$ cat src/rtl/uart_loader.sv
// uart_loader: byte-stream boot loader fed by a UART receiver.
// It parses SYNC, LEN_LO, LEN_HI, 4*LEN payload bytes and CSUM. Payload words are
// written to memory as they complete. The core is held in reset until a packet
// with a correct checksum has been loaded.
//
// Ports:
//   clk        sole clock, rising edge
//   reset      asynchronous active-high reset
//   rx_data    received byte, qualified by rx_valid
//   rx_valid   one-cycle strobe per received byte
//   mem_we     one-cycle memory write strobe
//   mem_addr   word address of the write (holds until the next write)
//   mem_wdata  write data (holds until the next write)
//   busy       packet in progress
//   done       one-cycle pulse: packet accepted, checksum correct
//   error      one-cycle pulse: checksum mismatch or inter-byte timeout
//   cpu_hold   core reset request (level)
module uart_loader #(
  parameter int unsigned ADDR_WIDTH   = 10,
  parameter int unsigned BASE_ADDR    = 0,
  parameter logic [7:0]  SYNC_BYTE    = 8'hA5,
  parameter int unsigned TIMEOUT_CLKS = 1000000
) (
  input  logic                  clk,
  input  logic                  reset,
  input  logic [7:0]            rx_data,
  input  logic                  rx_valid,
  output logic                  mem_we,
  output logic [ADDR_WIDTH-1:0] mem_addr,
  output logic [31:0]           mem_wdata,
  output logic                  busy,
  output logic                  done,
  output logic                  error,
  output logic                  cpu_hold
);

  localparam int unsigned GapW = (TIMEOUT_CLKS < 2) ? 1 : $clog2(TIMEOUT_CLKS + 1);
  localparam logic [GapW-1:0] GapMax  = {GapW{1'b1}};
  localparam logic [GapW-1:0] GapLast = GapW'(TIMEOUT_CLKS - 1);

  typedef enum logic [2:0] {
    StIdle,
    StLenLo,
    StLenHi,
    StData,
    StCsum
  } state_t;

  state_t                r_state, w_state_nxt;
  logic [15:0]           r_len, w_len_nxt;
  logic [15:0]           r_word_idx, w_word_idx_nxt;
  logic [1:0]            r_byte_cnt, w_byte_cnt_nxt;
  logic [23:0]           r_word, w_word_nxt;
  logic [7:0]            r_csum, w_csum_nxt;
  logic [GapW-1:0]       r_gap, w_gap_nxt;
  logic                  r_mem_we, w_mem_we_nxt;
  logic [ADDR_WIDTH-1:0] r_mem_addr, w_mem_addr_nxt;
  logic [31:0]           r_mem_wdata, w_mem_wdata_nxt;
  logic                  r_busy, w_busy_nxt;
  logic                  r_done, w_done_nxt;
  logic                  r_error, w_error_nxt;
  logic                  r_cpu_hold, w_cpu_hold_nxt;
  logic                  w_timeout;
  logic [ADDR_WIDTH-1:0] w_addr;

  // Address wraps naturally by truncation to ADDR_WIDTH bits.
  assign w_addr = ADDR_WIDTH'(BASE_ADDR) + ADDR_WIDTH'(r_word_idx);

  // A byte arriving in the expiry cycle wins over the timeout.
  assign w_timeout = (r_state != StIdle) && !rx_valid && (r_gap == GapLast);

  always_ff @(posedge clk or posedge reset) begin
    if (reset) begin
      r_state     <= StIdle;
      r_len       <= '0;
      r_word_idx  <= '0;
      r_byte_cnt  <= '0;
      r_word      <= '0;
      r_csum      <= '0;
      r_gap       <= '0;
      r_mem_we    <= 1'b0;
      r_mem_addr  <= '0;
      r_mem_wdata <= '0;
      r_busy      <= 1'b0;
      r_done      <= 1'b0;
      r_error     <= 1'b0;
      r_cpu_hold  <= 1'b1;
    end else begin
      r_state     <= w_state_nxt;
      r_len       <= w_len_nxt;
      r_word_idx  <= w_word_idx_nxt;
      r_byte_cnt  <= w_byte_cnt_nxt;
      r_word      <= w_word_nxt;
      r_csum      <= w_csum_nxt;
      r_gap       <= w_gap_nxt;
      r_mem_we    <= w_mem_we_nxt;
      r_mem_addr  <= w_mem_addr_nxt;
      r_mem_wdata <= w_mem_wdata_nxt;
      r_busy      <= w_busy_nxt;
      r_done      <= w_done_nxt;
      r_error     <= w_error_nxt;
      r_cpu_hold  <= w_cpu_hold_nxt;
    end
  end

  always_comb begin
    w_state_nxt     = r_state;
    w_len_nxt       = r_len;
    w_word_idx_nxt  = r_word_idx;
    w_byte_cnt_nxt  = r_byte_cnt;
    w_word_nxt      = r_word;
    w_csum_nxt      = r_csum;
    w_mem_we_nxt    = 1'b0;
    w_mem_addr_nxt  = r_mem_addr;
    w_mem_wdata_nxt = r_mem_wdata;
    w_done_nxt      = 1'b0;
    w_error_nxt     = 1'b0;
    w_cpu_hold_nxt  = r_cpu_hold;

    // Gap counter: idle in IDLE, cleared by every byte, saturating otherwise.
    if (r_state == StIdle || rx_valid) begin
      w_gap_nxt = '0;
    end else if (r_gap != GapMax) begin
      w_gap_nxt = r_gap + GapW'(1);
    end else begin
      w_gap_nxt = r_gap;
    end

    case (r_state)
      StIdle: begin
        if (rx_valid && rx_data == SYNC_BYTE) begin
          w_state_nxt    = StLenLo;
          w_csum_nxt     = '0;
          w_cpu_hold_nxt = 1'b1;
        end
      end
      StLenLo: begin
        if (rx_valid) begin
          w_len_nxt[7:0] = rx_data;
          w_csum_nxt     = r_csum ^ rx_data;
          w_state_nxt    = StLenHi;
        end
      end
      StLenHi: begin
        if (rx_valid) begin
          w_len_nxt[15:8] = rx_data;
          w_csum_nxt      = r_csum ^ rx_data;
          w_word_idx_nxt  = '0;
          w_byte_cnt_nxt  = '0;
          w_state_nxt     = ({rx_data, r_len[7:0]} != 16'd0) ? StData : StCsum;
        end
      end
      StData: begin
        if (rx_valid) begin
          w_csum_nxt     = r_csum ^ rx_data;
          w_byte_cnt_nxt = r_byte_cnt + 2'd1;
          case (r_byte_cnt)
            2'd0:    w_word_nxt[7:0]   = rx_data;
            2'd1:    w_word_nxt[15:8]  = rx_data;
            2'd2:    w_word_nxt[23:16] = rx_data;
            default: begin
              w_mem_we_nxt    = 1'b1;
              w_mem_addr_nxt  = w_addr;
              w_mem_wdata_nxt = {rx_data, r_word};
              w_word_idx_nxt  = r_word_idx + 16'd1;
              if (r_word_idx == r_len - 16'd1) begin
                w_state_nxt = StCsum;
              end
            end
          endcase
        end
      end
      StCsum: begin
        if (rx_valid) begin
          if (rx_data == r_csum) begin
            w_done_nxt     = 1'b1;
            w_cpu_hold_nxt = 1'b0;
          end else begin
            w_error_nxt = 1'b1;
          end
          w_state_nxt = StIdle;
        end
      end
      default: w_state_nxt = StIdle;
    endcase

    if (w_timeout) begin
      w_state_nxt = StIdle;
      w_error_nxt = 1'b1;
    end

    w_busy_nxt = (w_state_nxt != StIdle);
  end

  assign mem_we    = r_mem_we;
  assign mem_addr  = r_mem_addr;
  assign mem_wdata = r_mem_wdata;
  assign busy      = r_busy;
  assign done      = r_done;
  assign error     = r_error;
  assign cpu_hold  = r_cpu_hold;

endmodule

$ cat config.mk
export PLATFORM = sky130hd
export DESIGN_NAME = uart_loader
export DESIGN_NICKNAME = d
export VERILOG_FILES = /design/src/rtl/uart_loader.sv
export SDC_FILE = /design/constraint.sdc
export NUM_CORES = 1
export LEC_CHECK = 0
export BUFFER_PORTS_ARGS = -buffer_cell sky130_fd_sc_hd__buf_4
export CORE_ASPECT_RATIO = 0.6
export CORE_MARGIN = 5
export CORE_UTILIZATION = 55
export CTS_BUF_LIST = sky130_fd_sc_hd__clkbuf_16
export DETAILED_ROUTE_END_ITERATION = 10
export PLACE_DENSITY = 0.75
export SLEW_MARGIN = 20
export SYNTH_ARGS = -nofsm -noshare
export SYNTH_HDL_FRONTEND = slang
export SYNTH_SLANG_ARGS = --single-unit
export TNS_END_PERCENT = 30
$ cat constraint.sdc
create_clock -name clk -period 5.5 [get_ports clk]
set_clock_uncertainty 0.2 [all_clocks]
set_input_delay 0.275 -clock clk [delete_from_list [all_inputs] [get_ports clk]]
set_output_delay 0.275 -clock clk [all_outputs]
set_load 0.02 [all_outputs]
==> run summary, run 1 <==
STATUS
--------------------------------------------------------------------------
Outcome                                                       finished, final reports clean

CLOCKING
--------------------------------------------------------------------------
Master cell of the clock root buffer                          sky130_fd_sc_hd__clkbuf_16
Clk pin slew, worst setup/hold paths                               0.06 ns
Count of instances resized after the clock tree is built                 0
Htree depth                                                              4
Number of sinks driven by the clock tree                               136
CTS tree                                                               yes
Clock Tree Buf Depth                                                     2
Skew-Pair Late Insertion Delay                                     0.42 ns
Number of clock buffers inserted by TritonCTS                           17

PWR
--------------------------------------------------------------------------
Switching share of power                                            34.27%
Power per standard cell area                                  442.6 nW/um2
Overall power                                                     3.371 mW
Part of the power in the clock network                               30.2%
Sequential Power Share                                               43.1%
Gate power share                                                     26.7%
Max rail drop VDD                                                0.2725 mV
Net Sw Power                                                      1.155 mW
Total leakage power                                               3.630 nW
Internal portion of total power                                   2.216 mW

LOGIC SYNTHESIS
--------------------------------------------------------------------------
Post-synthesis cell type count                                          57
Async set-or-reset flop fraction in the synthesized netlist         100.0%
Cell count after synthesis                                             677
Ranking of synthesized cells by area                          sky130_fd_sc_hd__dfrtp_1 52%, sky130_fd_sc_hd__nand2_1 10%, sky130_fd_sc_hd__mux2_2 5.2%
Top-area cell type share of the netlist area                        52.38%
Top_reg_cell synth                                            sky130_fd_sc_hd__dfrtp_1
Total number of yosys warnings                                           0
Most area-hungry cell type in the Yosys netlist               sky130_fd_sc_hd__dfrtp_1
Post-synth EDFFs                                                         0
Fraction of the yosys area taken by sequential cells                52.78%
Synth Cell Area                                                   6450 um2
Mapped Nets                                                            695
Flip-flop and latch count after synthesis                              136
Post-synthesis area per instance                                 9.527 um2

DRT
--------------------------------------------------------------------------
Average wire per standard cell                                    16.13 um
Average via count per standard cell                                  5.490
Number of nets with antenna violations after routing                     0
DRC                                                                      0
DRT iter0 DRCs                                                         494
Final wirelength                                                 14,590 um
DR vias                                                              4,968
Iteration count of the initial detailed-routing pass                     5

GRT
--------------------------------------------------------------------------
Initial antenna violation count                                          0
Global-route wire length before repair                           25,180 um
Total track usage                                                   22.76%
Via count of the first global-routing pass                           4,981
Pin count of the biggest net entering global routing                    86
Grt ovf                                                                  0

FINAL LAYOUT
--------------------------------------------------------------------------
Layout cells sized above 1                                          18.26%
Nets                                                                   750
Post-route design area                                            7616 um2
Count of antenna diodes in the layout                                    0
Growth of design area from synthesis to finish                      18.08%
Post-route insts no fill                                               905
Number of fill cells                                                   872

PLACEMENT
--------------------------------------------------------------------------
Number of cells in the design after placement                          864
Post-detail-place hpwl                                             9919 um
Number of port buffers                                                  57
Pre-CTS worst setup slack                                         2.453 ns
Routability-driven placement congestion ratio                       0.8264
Area of placed instances                                          6989 um2

STA
--------------------------------------------------------------------------
RSZ-0062 raised after global routing                                    no
Fin. Hold Viols                                                          0
Final worst-path cycle share                                        56.14%
Peak clock frequency supported by timing                         323.9 MHz
Setup TNS after final layout                                          0 ns
Max-slew violation total from the final report                           0
Worst-Margin Slew                                                0.8338 ns
Number of setup violations in the final report                           0
Min Tclk post-route                                               3.088 ns
PnR worst setup slack                                             2.412 ns
Headroom to the max-slew limit                                      44.08%

CRITICAL PATH
--------------------------------------------------------------------------
Critical Path Fanout Max                                                50
Cell with the largest stage delay on the worst path           sky130_fd_sc_hd__inv_2
Longest individual stage delay on the worst path                   0.61 ns
Cells along the critical path                                 and4b_1, nand2_1, buf_4, inv_2, nand4_1, or3_1, a21oi_1
Required time reported for the critical path endpoint              5.63 ns
Largest delay contributor family on the critical path         simple AND/OR/NAND/NOR gates
Critical Path End Type                                                flop
Critical path class                                           flop to flop
Worst Path Arrival                                                 3.22 ns
Reg-to-reg startpoint                                           r_state[2]
Launching element of the worst setup path                       r_state[2]
Startpoint Class                                                      flop
WP buf/inv                                                               2

MIN PATH
--------------------------------------------------------------------------
Hold path start                                                   rx_valid
Worst min-delay path category                                 input pin to flop

FLOORPLAN
--------------------------------------------------------------------------
Ports                                                                   58
Initial cell density of the core                                    56.71%
Site row count                                                          30
Height of the die                                                 93.88 um
Full die area                                                   14,060 um2
Floorplan Core Area                                             11,370 um2
Die width                                                         149.8 um

JOB
--------------------------------------------------------------------------
Number of violations of the max-capacitance limit                        0

layer usage:
metal  track usage [%]  up-vias  part of all wire, %
li1                  -     2393                    -
met1             34.42     2415                   49
met2             32.87      145                   44
met3             4.436       15                  6.5
met4             7.534        0                  1.1
met5                 0        -                    0
tightest hold or removal path, delay by kind of cell:
| family | cells | cell delay [ns] |
|---|---|---|
| AOI/OAI and AO/OA | 1 | 0.07 |
| buffers and inverters | 1 | 0.19 |
| and+or+nand+nor | 1 | 0.11 |
worst paths after layout:
path                                  endpoint  cells past startpoint  slack [ns]
max in group asynchronous             r_len[7]                      4        3.62
worst max register to register  r_word_idx[10]                      7        2.41
worst max-delay path            r_word_idx[10]                      7        2.41
worst min register to register    mem_wdata[3]                      2        0.27
min in group asynchronous                 busy                      3        0.32
worst min-delay path                 r_csum[4]                      3        0.09
per-stage QoR:
stage	util [%]	hold WS [ns]
2_1_floorplan	-	0.2331
3_3_place_gp	61.41	0.2026
3_5_place_dp	61.45	0.2093
4_1_cts	66.92	0.06835
5_1_grt	66.96	0.09308
6_report	66.96	0.08576
placed cells by master, fill, tap and decap left out, drive strengths merged, types with 4 or more instances in the layout:
cell / count
xor2: 29
mux2: 30
inv: 16
dfrtp: 135
a21oi: 8
ha: 7
nor3: 8
or4: 4
clkinvlp: 4
clkbuf: 17
nand3b: 5
nand4: 14
clkinv: 8
nand2: 176
xnor2: 24
o21ai: 31
buf: 60
nand3: 33
nor2: 61
or2: 5
nor4: 9
or3: 5
dlygate4sd3: 9
cell type report:
cell class,count,area (um2),area share [%]
Sequential cell,136,3405,44.70
Multi-Input combinational cell,495,2884,37.87
Timing Repair Buffer,69,544.3,7.146
Clock buffer,17,425.4,5.586
Tap cell,160,200.2,2.629
Clock inverter,15,106.4,1.396
Inverter,13,51.30,0.6736
synth_stat cells (4+ instances only):
library cell / number
sky130_fd_sc_hd__or3_1: 5
sky130_fd_sc_hd__mux2_2: 30
sky130_fd_sc_hd__dfrtp_1: 135
sky130_fd_sc_hd__nand4_1: 14
sky130_fd_sc_hd__o21ai_0: 30
sky130_fd_sc_hd__or2_2: 4
sky130_fd_sc_hd__nand2_1: 176
sky130_fd_sc_hd__a21oi_1: 8
sky130_fd_sc_hd__xor2_1: 29
sky130_fd_sc_hd__nand3_1: 33
sky130_fd_sc_hd__clkbuf_1: 30
sky130_fd_sc_hd__nor2_1: 61
sky130_fd_sc_hd__nand3b_1: 5
sky130_fd_sc_hd__xnor2_1: 24
sky130_fd_sc_hd__ha_1: 7
sky130_fd_sc_hd__inv_1: 12
sky130_fd_sc_hd__nor3_1: 8
sky130_fd_sc_hd__nor4_1: 8
repair_timing:
action,CTS,global route
hold buffers,9,0
endpoints found under the hold margin,66,0
buffers inserted,0,0
kinds of logic (layout without fill, tap and decap cells):
group	Yosys count	count (layout)	share of synthesized area, %
multiplexers	32	32	5.548
adder cells (fa/ha/maj)	7	7	1.358
buffers and inverters	46	114	2.677
XOR/XNOR	54	54	7.565
AO/OA/AOI/OAI	66	66	6.790
AND/OR/NAND/NOR	336	336	23.28
flip-flops	136	136	52.78
registers in the layout (all words and copies together), names as in the netlist, 2 cells and up:
register and cells:
r_state 3, r_byte_cnt 2, mem_wdata 32, mem_addr 10
r_csum 8, r_gap 20, r_word 24, r_len 16
r_word_idx 16
power groups by stage:
stage	clock network (mW)	logic [mW]	registers [mW]
6_report	1.02	0.898	1.45
5_1_grt	1.08	1.01	1.49
4_1_cts	1.04	0.901	1.45
3_5_place_dp	0	0.888	1.46
3_3_place_gp	0	0.851	1.45
2_1_floorplan	0	0.633	1.46
Power figures use the tool's default switching activity.
==> run 2, diff against run 1 <==
==> constraint.sdc (replaced) <==
create_clock -name clk -period 2.99 [get_ports clk]
set_clock_uncertainty 0.2 [all_clocks]
set_input_delay 0.1495 -clock clk [delete_from_list [all_inputs] [get_ports clk]]
set_output_delay 0.1495 -clock clk [all_outputs]
set_load 0.02 [all_outputs]
==> run 2 against run 1 <==
Net effect: via count up 3.9%; register-to-register slack worse by 2.1 ns; routed wire length up 1.6%; cell area up 1.4%; utilization up 0.92 points; sequential power up 85%; global-route usage about the same; power up 86%; combinational power up 89%; flip-flop and latch count unchanged; fmax up 14%; largest power group unchanged; highest routed layer unchanged.
==> run summary, run 2 (same netlist as run 1, synthesis figures left out) <==
STA
----------------------------------------------------------------------------
Headroom to the max-slew limit                                        45.41%   +1.3 points
Peak clock frequency supported by timing                           370.2 MHz   +14%
Worst-Margin Slew                                                  0.8172 ns   -0.01663 ns
PnR worst setup slack                                              0.2891 ns   -2.123 ns
Final worst-path cycle share                                          90.33%   +34 points
Number of setup violations in the final report                             0   unchanged
Setup TNS after final layout                                            0 ns   unchanged
Min Tclk post-route                                                 2.701 ns   -0.3869 ns
RSZ-0062 raised after global routing                                      no
Max-slew violation total from the final report                             0   unchanged
Fin. Hold Viols                                                            0   unchanged

DRT
----------------------------------------------------------------------------
Iteration count of the initial detailed-routing pass                       5   unchanged
Average via count per standard cell                                    5.640   +2.7%
DRC                                                                        0   unchanged
Average wire per standard cell                                      16.20 um   +0.48%
DR vias                                                                5,161   +3.9%
Final wirelength                                                   14,830 um   +1.6%
DRT iter0 DRCs                                                           476   -3.6%
Number of nets with antenna violations after routing                       0   unchanged

PLACEMENT
----------------------------------------------------------------------------
Number of cells in the design after placement                            874   +1.2%
Routability-driven placement congestion ratio                         0.9304   +13%
Post-detail-place hpwl                                             10,230 um   +3.1%
Number of port buffers                                                    57   unchanged
Pre-CTS worst setup slack                                          0.3164 ns   -2.136 ns

FINAL LAYOUT
----------------------------------------------------------------------------
Number of flip-flops in the largest register                              32   unchanged
Layout cells sized above 1                                            18.94%   +0.69 points
Count of antenna diodes in the layout                                      0   unchanged
Top library cells by usage in the layout, fill and taps aside   176 x sky130_fd_sc_hd__nand2_1, 135 x sky130_fd_sc_hd__dfrtp_1, 68 x sky130_fd_sc_hd__buf_4, 61 x sky130_fd_sc_hd__nor2_1, 33 x sky130_fd_sc_hd__nand3_1
Nets                                                                     761   +1.5%
Post-route insts no fill                                                 915   +1.1%
Final standard cell utilization of the core                           67.89%   +0.92 points
Growth of design area from synthesis to finish                        19.71%
Most common cell after layout, fill and taps aside              sky130_fd_sc_hd__nand2_1

CRITICAL PATH
----------------------------------------------------------------------------
Startpoint Class                                                        flop
Launching element of the worst setup path                           r_len[8]
Critical Path End Type                                                  flop
Worst Reg2Reg Path Length in Cells                                         6   -1
Critical path class                                             flop to flop
Critical Path Fanout Max                                                   6   -88%
Worst r2r dst                                                     r_state[0]
Reg-to-reg startpoint                                               r_len[8]
Required time reported for the critical path endpoint                3.08 ns   -2.55 ns
Worst Path Arrival                                                   2.79 ns   -0.43 ns
Setup slack on the worst flop-to-flop path                           0.29 ns   -2.12 ns
Worst setup endpoint                                              r_state[0]

CLOCKING
----------------------------------------------------------------------------
Post-CTS repair timing setup buffer count                                  0   unchanged
Number of clock buffers inserted by TritonCTS                             17   unchanged
CTS tree                                                                 yes
Count of instances resized after the clock tree is built                   0   unchanged
Master cell of the clock root buffer                            sky130_fd_sc_hd__clkbuf_16
Count of hold-fix buffers inserted at cts                                 10   +1
Number of sinks driven by the clock tree                                 136   unchanged
Htree depth                                                                4   unchanged
Clock Tree Buf Depth                                                       2   unchanged
Skew-Pair Late Insertion Delay                                       0.42 ns   about the same
Clk pin slew, worst setup/hold paths                                 0.06 ns   about the same

FLOORPLAN
----------------------------------------------------------------------------
Height of the die                                                   93.88 um   unchanged
Ports                                                                     58   unchanged
Site row count                                                            30   unchanged
Initial cell density of the core                                      56.71%   unchanged
Full die area                                                     14,060 um2   unchanged
Floorplan Core Area                                               11,370 um2   unchanged
Die width                                                           149.8 um   unchanged

GRT
----------------------------------------------------------------------------
Initial antenna violation count                                            0   unchanged
Pin count of the biggest net entering global routing                      61   -29%
Global-route wire length before repair                             25,160 um   about the same
Via count of the first global-routing pass                             5,096   +2.3%
Total track usage                                                     22.74%   about the same
Grt ovf                                                                    0   unchanged

STATUS
----------------------------------------------------------------------------
Outcome                                                         finished, final reports clean

MIN PATH
----------------------------------------------------------------------------
Worst min-delay path category                                   input pin to async pin

PWR
----------------------------------------------------------------------------
Power per standard cell area                                    814.2 nW/um2   +84%
Max rail drop VDD                                                  0.5969 mV   +120%
Total leakage power                                                 3.686 nW   +1.5%
Overall power                                                       6.287 mW   +86%

JOB
----------------------------------------------------------------------------
Number of violations of the max-capacitance limit                          0   unchanged

## run 2: cell types whose count changed in the layout (fill, tap and decap cells not counted), sizes merged
cell         delta
buf            +10
inv             -3
bufinv          +1
clkinvlp        +1
dlygate4sd3     +1
## run 2: how the worst min path moves through the flow
stage	end	cells past startpoint	slack [ns]
after floorplan	mem_wdata[0]	2	0.23
after global placement	mem_wdata[11]	2	0.14
after detailed placement	mem_wdata[11]	2	0.15
after CTS	mem_wdata[10]	3	0.27
after global routing	mem_wdata[8]	2	0.27
final	mem_wdata[11]	3	0.24
## run 2: layer usage
| layer | global-route usage (%) | wire length [um] | part of all wire [%] | up-vias |
|---|---|---|---|---|
| li1 | - | - | - | 2411 |
| met1 | 32.25 | 7030 | 47 | 2562 |
| met2 | 34.26 | 6585 | 44 | 171 |
| met3 | 5.545 | 1003 | 6.8 | 17 |
| met4 | 7.991 | 206 | 1.4 | 0 |
| met5 | 0 | 0 | 0 | - |
## run 2: metrics by stage
stage | instance area [um2] | hold slack (ns)
floorplan | 6454 | 0.2331
global placement | 7086 | 0.1403
detailed placement | 7086 | 0.1451
CTS | 7721 | 0.2656
global route | 7721 | 0.2743
finish | 7721 | 0.2404
## run 2: worst max-delay path, cell delays in order (launching register included)
cell and delay, ns:
sky130_fd_sc_hd__dfrtp_1 0.45, sky130_fd_sc_hd__or4_4 0.59, sky130_fd_sc_hd__or3_1 0.36, sky130_fd_sc_hd__a211o_1 0.29, sky130_fd_sc_hd__a22o_1 0.26, sky130_fd_sc_hd__a2111oi_4 0.30
sky130_fd_sc_hd__o21ai_1 0.13
## run 2: area by class of cell
| type | instances | area, um2 |
|---|---|---|
| Clock buffer | 17 | 425.4 |
| Fill cell | 883 | 3652 |
| Tap cell | 160 | 200.2 |
| Inverter | 13 | 52.55 |
| Sequential cell | 136 | 3405 |
| Timing Repair Buffer | 80 | 650.6 |
| Clock inverter | 14 | 110.1 |
| Multi-Input combinational cell | 495 | 2878 |
## run 2: power breakdown
part           leakage, nW  switching, mW  internal, mW  total (mW)
logic                 1.61          0.929         0.774        1.70
registers             1.82          0.402          2.28        2.68
clock network        0.256          0.779          1.12        1.90
total                 3.69           2.11          4.18        6.29
